### config.mk
export PLATFORM = sky130hd
export DESIGN_NAME = ir_hdng_fuse
export DESIGN_NICKNAME = d
export VERILOG_FILES = /design/src/rtl/ir_hdng_fuse.sv
export SDC_FILE = /design/constraint.sdc
export NUM_CORES = 1
export LEC_CHECK = 0
export CAP_MARGIN = 30
export CORE_ASPECT_RATIO = 1.4
export CORE_MARGIN = 5
export CORE_UTILIZATION = 25
export DETAILED_ROUTE_END_ITERATION = 16
export GPL_ROUTABILITY_DRIVEN = 0
export HOLD_SLACK_MARGIN = 0.08
export PLACE_DENSITY = 0.48
export SYNTH_ARGS = -nofsm -noshare
export SYNTH_HDL_FRONTEND = slang
export SYNTH_SLANG_ARGS = --single-unit
### constraint.sdc
create_clock -name clk -period 8.46 [get_ports clk]
set_clock_uncertainty 0.15 [all_clocks]
set_input_delay 2.538 -clock clk [delete_from_list [all_inputs] [get_ports clk]]
set_output_delay 2.538 -clock clk [all_outputs]
set_load 0.01 [all_outputs]
### src/rtl/ir_hdng_fuse.sv
// ir_hdng_fuse: filtered IR wall-following error with P+D correction of desired heading.
// Stage 1 updates the moving-average and derivative state on vld; stage 2 registers the clipped output.
module ir_hdng_fuse #(
    parameter logic [11:0] NOM_IR   = 12'h970,
    parameter int          AVG_LOG  = 2,
    parameter int          P_SHFT   = 5,
    parameter int          D_PERIOD = 4,
    parameter int          D_SHFT   = 2
) (
    input  logic        clk,
    input  logic        rst_n,
    input  logic        vld,
    input  logic        lft_opn,
    input  logic        rght_opn,
    input  logic [11:0] lft_IR,
    input  logic [11:0] rght_IR,
    input  logic        en_fusion,
    input  logic [11:0] dsrd_hdng,
    output logic [11:0] dsrd_hdng_adj,
    output logic        adj_vld,
    output logic        sat
);
    localparam int DEPTH = 1 << AVG_LOG;
    localparam int PW    = (AVG_LOG > 0) ? AVG_LOG : 1;
    localparam int SW    = 12 + AVG_LOG;
    localparam int DW    = 9 + D_SHFT;

    logic signed [11:0]   buf_q [DEPTH];
    logic [PW-1:0]        ptr;
    logic signed [SW-1:0] sum;
    logic [7:0]           cnt;
    logic signed [11:0]   snap;
    logic                 primed;
    logic signed [DW-1:0] dterm;
    logic [1:0]           opn_q;
    logic                 s1_vld;

    logic signed [12:0]   lw, rw, nw, err_raw, diff;
    logic signed [11:0]   err, old, avg_nxt, avg_q, p_term;
    logic signed [SW-1:0] sum_nxt, sum_fl;
    logic signed [8:0]    d9;
    logic signed [DW-1:0] dterm_nxt;
    logic signed [12:0]   csum, corr;
    logic signed [13:0]   s14;
    logic signed [11:0]   clip;
    logic                 clipped, flush, evt;
    logic [7:0]           cnt_inc;
    logic [PW-1:0]        ptr_nxt;

    assign lw = $signed({1'b0, lft_IR});
    assign rw = $signed({1'b0, rght_IR});
    assign nw = $signed({1'b0, NOM_IR});

    always_comb begin
        err_raw   = (lft_opn && rght_opn) ? 13'sd0 :
                    lft_opn               ? nw - rw :
                    rght_opn              ? lw - nw :
                                            (lw - rw) >>> 1;
        err       = (err_raw > 13'sd2047)  ? 12'sh7FF :
                    (err_raw < -13'sd2048) ? 12'sh800 : err_raw[11:0];
        flush     = {lft_opn, rght_opn} != opn_q;
        old       = buf_q[ptr];
        ptr_nxt   = (ptr == PW'(DEPTH - 1)) ? '0 : ptr + 1'b1;
        sum_nxt   = sum + SW'(err) - SW'(old);
        sum_fl    = SW'(err) <<< AVG_LOG;
        avg_nxt   = 12'(sum_nxt >>> AVG_LOG);
        cnt_inc   = cnt + 8'd1;
        evt       = !flush && (cnt_inc == 8'(D_PERIOD));
        // Derivative is the change of the filtered error across one event period.
        diff      = 13'(avg_nxt) - 13'(snap);
        d9        = (diff > 13'sd255)  ? 9'h0FF :
                    (diff < -13'sd256) ? 9'h100 : diff[8:0];
        dterm_nxt = DW'(d9) <<< D_SHFT;
    end

    always_comb begin
        avg_q   = 12'(sum >>> AVG_LOG);
        p_term  = avg_q >>> P_SHFT;
        csum    = 13'(p_term) + 13'(dterm);
        corr    = csum >>> 1;
        s14     = 14'($signed(dsrd_hdng)) + 14'(corr);
        clipped = (s14 > 14'sd2047) || (s14 < -14'sd2048);
        clip    = (s14 > 14'sd2047)  ? 12'sh7FF :
                  (s14 < -14'sd2048) ? 12'sh800 : s14[11:0];
    end

    always_ff @(posedge clk or negedge rst_n) begin
        if (!rst_n) begin
            for (int i = 0; i < DEPTH; i++) buf_q[i] <= '0;
            ptr           <= '0;
            sum           <= '0;
            cnt           <= '0;
            snap          <= '0;
            primed        <= 1'b0;
            dterm         <= '0;
            opn_q         <= 2'b00;
            s1_vld        <= 1'b0;
            adj_vld       <= 1'b0;
            dsrd_hdng_adj <= '0;
            sat           <= 1'b0;
        end else begin
            s1_vld  <= vld;
            adj_vld <= s1_vld;
            if (vld) begin
                opn_q <= {lft_opn, rght_opn};
                if (flush) begin
                    for (int i = 0; i < DEPTH; i++) buf_q[i] <= err;
                    sum    <= sum_fl;
                    ptr    <= '0;
                    cnt    <= '0;
                    primed <= 1'b0;
                    dterm  <= '0;
                end else begin
                    buf_q[ptr] <= err;
                    ptr        <= ptr_nxt;
                    sum        <= sum_nxt;
                    cnt        <= evt ? 8'd0 : cnt_inc;
                    if (evt) begin
                        if (primed) dterm <= dterm_nxt;
                        snap   <= avg_nxt;
                        primed <= 1'b1;
                    end
                end
            end
            if (s1_vld) begin
                dsrd_hdng_adj <= en_fusion ? clip : dsrd_hdng;
                sat           <= en_fusion && clipped;
            end
        end
    end
endmodule

==> impl_metrics.tcl <==
set metrics [dict create \
    status "finished clean" \
    drt-total-wl_um 24900 \
    crit_arrival_ns 8.29 \
    synthMuxAreaShare_pct 4.23 \
    min_from "buf_q[44]" \
    path_class "input port to register" \
    overflow 0 \
    drc 0 \
    cp-end-kind "register" \
    num_antenna_cells 0 \
    grt_pass1_wl_um 40700 \
    cpPeakStageDelay_ns 0.47 \
    synth_top_family_by_area "compound AO/OA/AOI/OAI gates" \
    synth-adder-area-share_pct 13.6 \
    max_slew.worst_pin.slew_ns 0.880 \
    finalSetupTns_ns 0 \
    cts.htree.levels 3 \
    cts_root_buffer "clkbuf_16" \
    die_h_um 228 \
    die_area_um2 37700 \
    netlist_area_um2 8460 \
    grt_start_max_net_pins 60 \
    cp.required_ns 8.57 \
    yosysWarnings 0 \
    cts_max_path_buffers 2 \
    critPathLaunchType "input port" \
    core_um2 33300 \
    worst_hold_slack_ns 0.329 \
    drv_cap 0 \
    drt_iter0_drc 334 \
    cts_tree "built" \
    hold_path.class "register to register" \
    num_rows 79 \
    hold_buffers 0 \
    ff_latch_area_um2 2780 \
    p_per_area_nw_per_um2 460 \
    synth-edff-count 0 \
    ios 56 \
    ys_ff_latch 111 \
    fmax_mhz 122 \
    synth_xor_area_share_pct 5.58 \
    ys_types 79 \
    dp_hpwl_um 19900 \
    initial_core_util_pct 25.4 \
    cts.sinks 111 \
    reg2reg_from "ptr[1]" \
    yosysTopAreaCell "dfrtp_1" \
    drtAntennaViolNets 0 \
    track_usage_pct 13.7 \
    clkTransAtPathRegs_ns 0.07 \
    hold_viol 0 \
    synth_top_area_share_pct 32.8 \
    slowest_stage "fa_1" \
    synth_area_leaders "dfrtp_1 33%, ha_1 9.6%, o21ai_0 6.0%" \
    startpoint "lft_IR[7]" \
    peakVddDrop_uv 261 \
    clock_latency_ns 0.37 \
    die_width_um 165 \
    fin_crit_ns 8.19 \
    synthCells 959 \
    grt_pass1_vias 7939 \
    syn_to_final_growth_pct 36.2 \
    synthFlopType "dfrtp_1" \
    viasPerCell 4.70 \
    setup_violations 0 \
    cpMostUsedCell "buf_4" \
    slew-limit-headroom_pct 41.4 \
    final_cell_mix "182 x buf_4, 115 x nand2_1, 111 x dfrtp_1, 99 x o21ai_0, 82 x inv_1" \
    ys_seq_area_share_pct 32.8 \
    power_leakage_nw 5.29 \
    drv_slew 0 \
    synthSimpleGateAreaFrac_pct 15.8 \
    period_share_pct 96.8 \
    synth_compound_area_share_pct 22.6 \
    multi_input_area_um2 5560 \
    crit_fanout 6 \
    cts_buffers 9 \
    finalNetCount 1303 \
    antenna_found_initial 0 \
    final_layout_size_suffix_gt1_share_pct 24.7 \
    first_pass_iters 4 \
    async_reset_ff_share_pct 100 \
    syn_avg_cell_area_um2 8.82 \
    avgRoutedWirePerCell_um 15.3 \
    fillers 3519 \
    vias 7645 \
    syn_nets 1083 \
    final_common_cell "buf_4" \
    port-buffer-count 55 \
]
worst max-delay path: cells and delay by family:
kind / cells / cell delay (ns)
compound gates: 14 / 3.02
buf+inv: 6 / 1.15
xor+xnor: 1 / 0.08
simple gates: 2 / 0.37
fa+ha+maj: 3 / 1.10
where the power goes:
group	switching (mW)	total [mW]	internal [mW]
Sequential	0.0891	0.746	0.657
Combinational	2.01	4.14	2.13
Clock	0.205	0.414	0.209
what timing repair did:
action / in CTS / in global routing
buffers inserted: 6 / 12
pin swaps: 30 / 36
setup endpoints to repair: 8 / 9
resized for setup: 27 / 57
sequential cells by signal, indices dropped and copies added (netlist names):
signal and flops:
buf_q 48, sum 14, dsrd_hdng_adj 12, snap 12
dterm 9, cnt 8, opn_q 2, ptr 2
adj_vld 1, primed 1, s1_vld 1, sat 1
cell usage after synthesis (all sizes together), types with 3 or more instances:
master and number:
xnor2 40, nor2 59, inv 87, a22oi 3, ha 65, nor3 14
o21a 11, mux2 5, buf 6, o21bai 4, a211oi 8, clkbuf 27
a311oi 4, o22ai 8, mux4 12, nor2b 18, and3 11, a221oi 4
nand2b 10, fa 17, a22o 3, dfrtp 111, or2 3, a211o 5
o2bb2ai 3, nand2 116, a221o 7, o211a 4, a31oi 18, o21ai 114
a21oi 48, nand3 24, xor2 13, a21o 8, o211ai 9, nor4 4
or3 13
worst paths after layout:
kind / slack (ns) / endpoint / cells after the start
max: 0.27 / dterm[5] / 26
min: 0.33 / buf_q[44] / 2
max reg2reg: 2.66 / dterm[5] / 19
min reg2reg: 0.33 / buf_q[44] / 2
max in group asynchronous: 5.13 / buf_q[46] / 3
min in group asynchronous: 1.97 / dsrd_hdng_adj[9] / 1
logic make-up (layout without fill, tap and decap cells):
logic type	Yosys count	in the layout
AND/OR/NAND/NOR	284	284
XOR/XNOR	53	53
adder cells (fa/ha/maj)	82	82
buffers and inverters	120	344
AO/OA/AOI/OAI	290	290
flip-flops	111	111
multiplexers	19	19
routing by layer:
layer  track usage (%)  part of all wire (%)  wire [um]
met2              26.5                    55      13600
met4              5.62                   3.8        950
met3              2.11                   2.7        666
met1              14.5                    39       9660
met5                 0                     0          0
through the flow:
step	worst slack, ns	cells	cell area (um^2)	total power, mW	utilization [%]
final	0.274	1628	11500	5.30	34.6
after detailed placement	-0.631	1595	10800	4.58	32.3
after global placement	-0.643	1594	10700	4.56	32.2
after CTS	0.0305	1616	11200	5.22	33.6
after global routing	-0.0759	1628	11500	5.83	34.6
after floorplan	0.00916	959	8490	3.03	-
layout make-up:
class	count	area share [%]
Inverter	87	2.84
Timing Repair Buffer	242	17.6
Tap cell	445	4.83
Multi-Input combinational cell	728	48.3
Clock buffer	12	2.14
Clock inverter	3	0.217
Sequential cell	111	24.1
(Power assumes the default switching activity.)
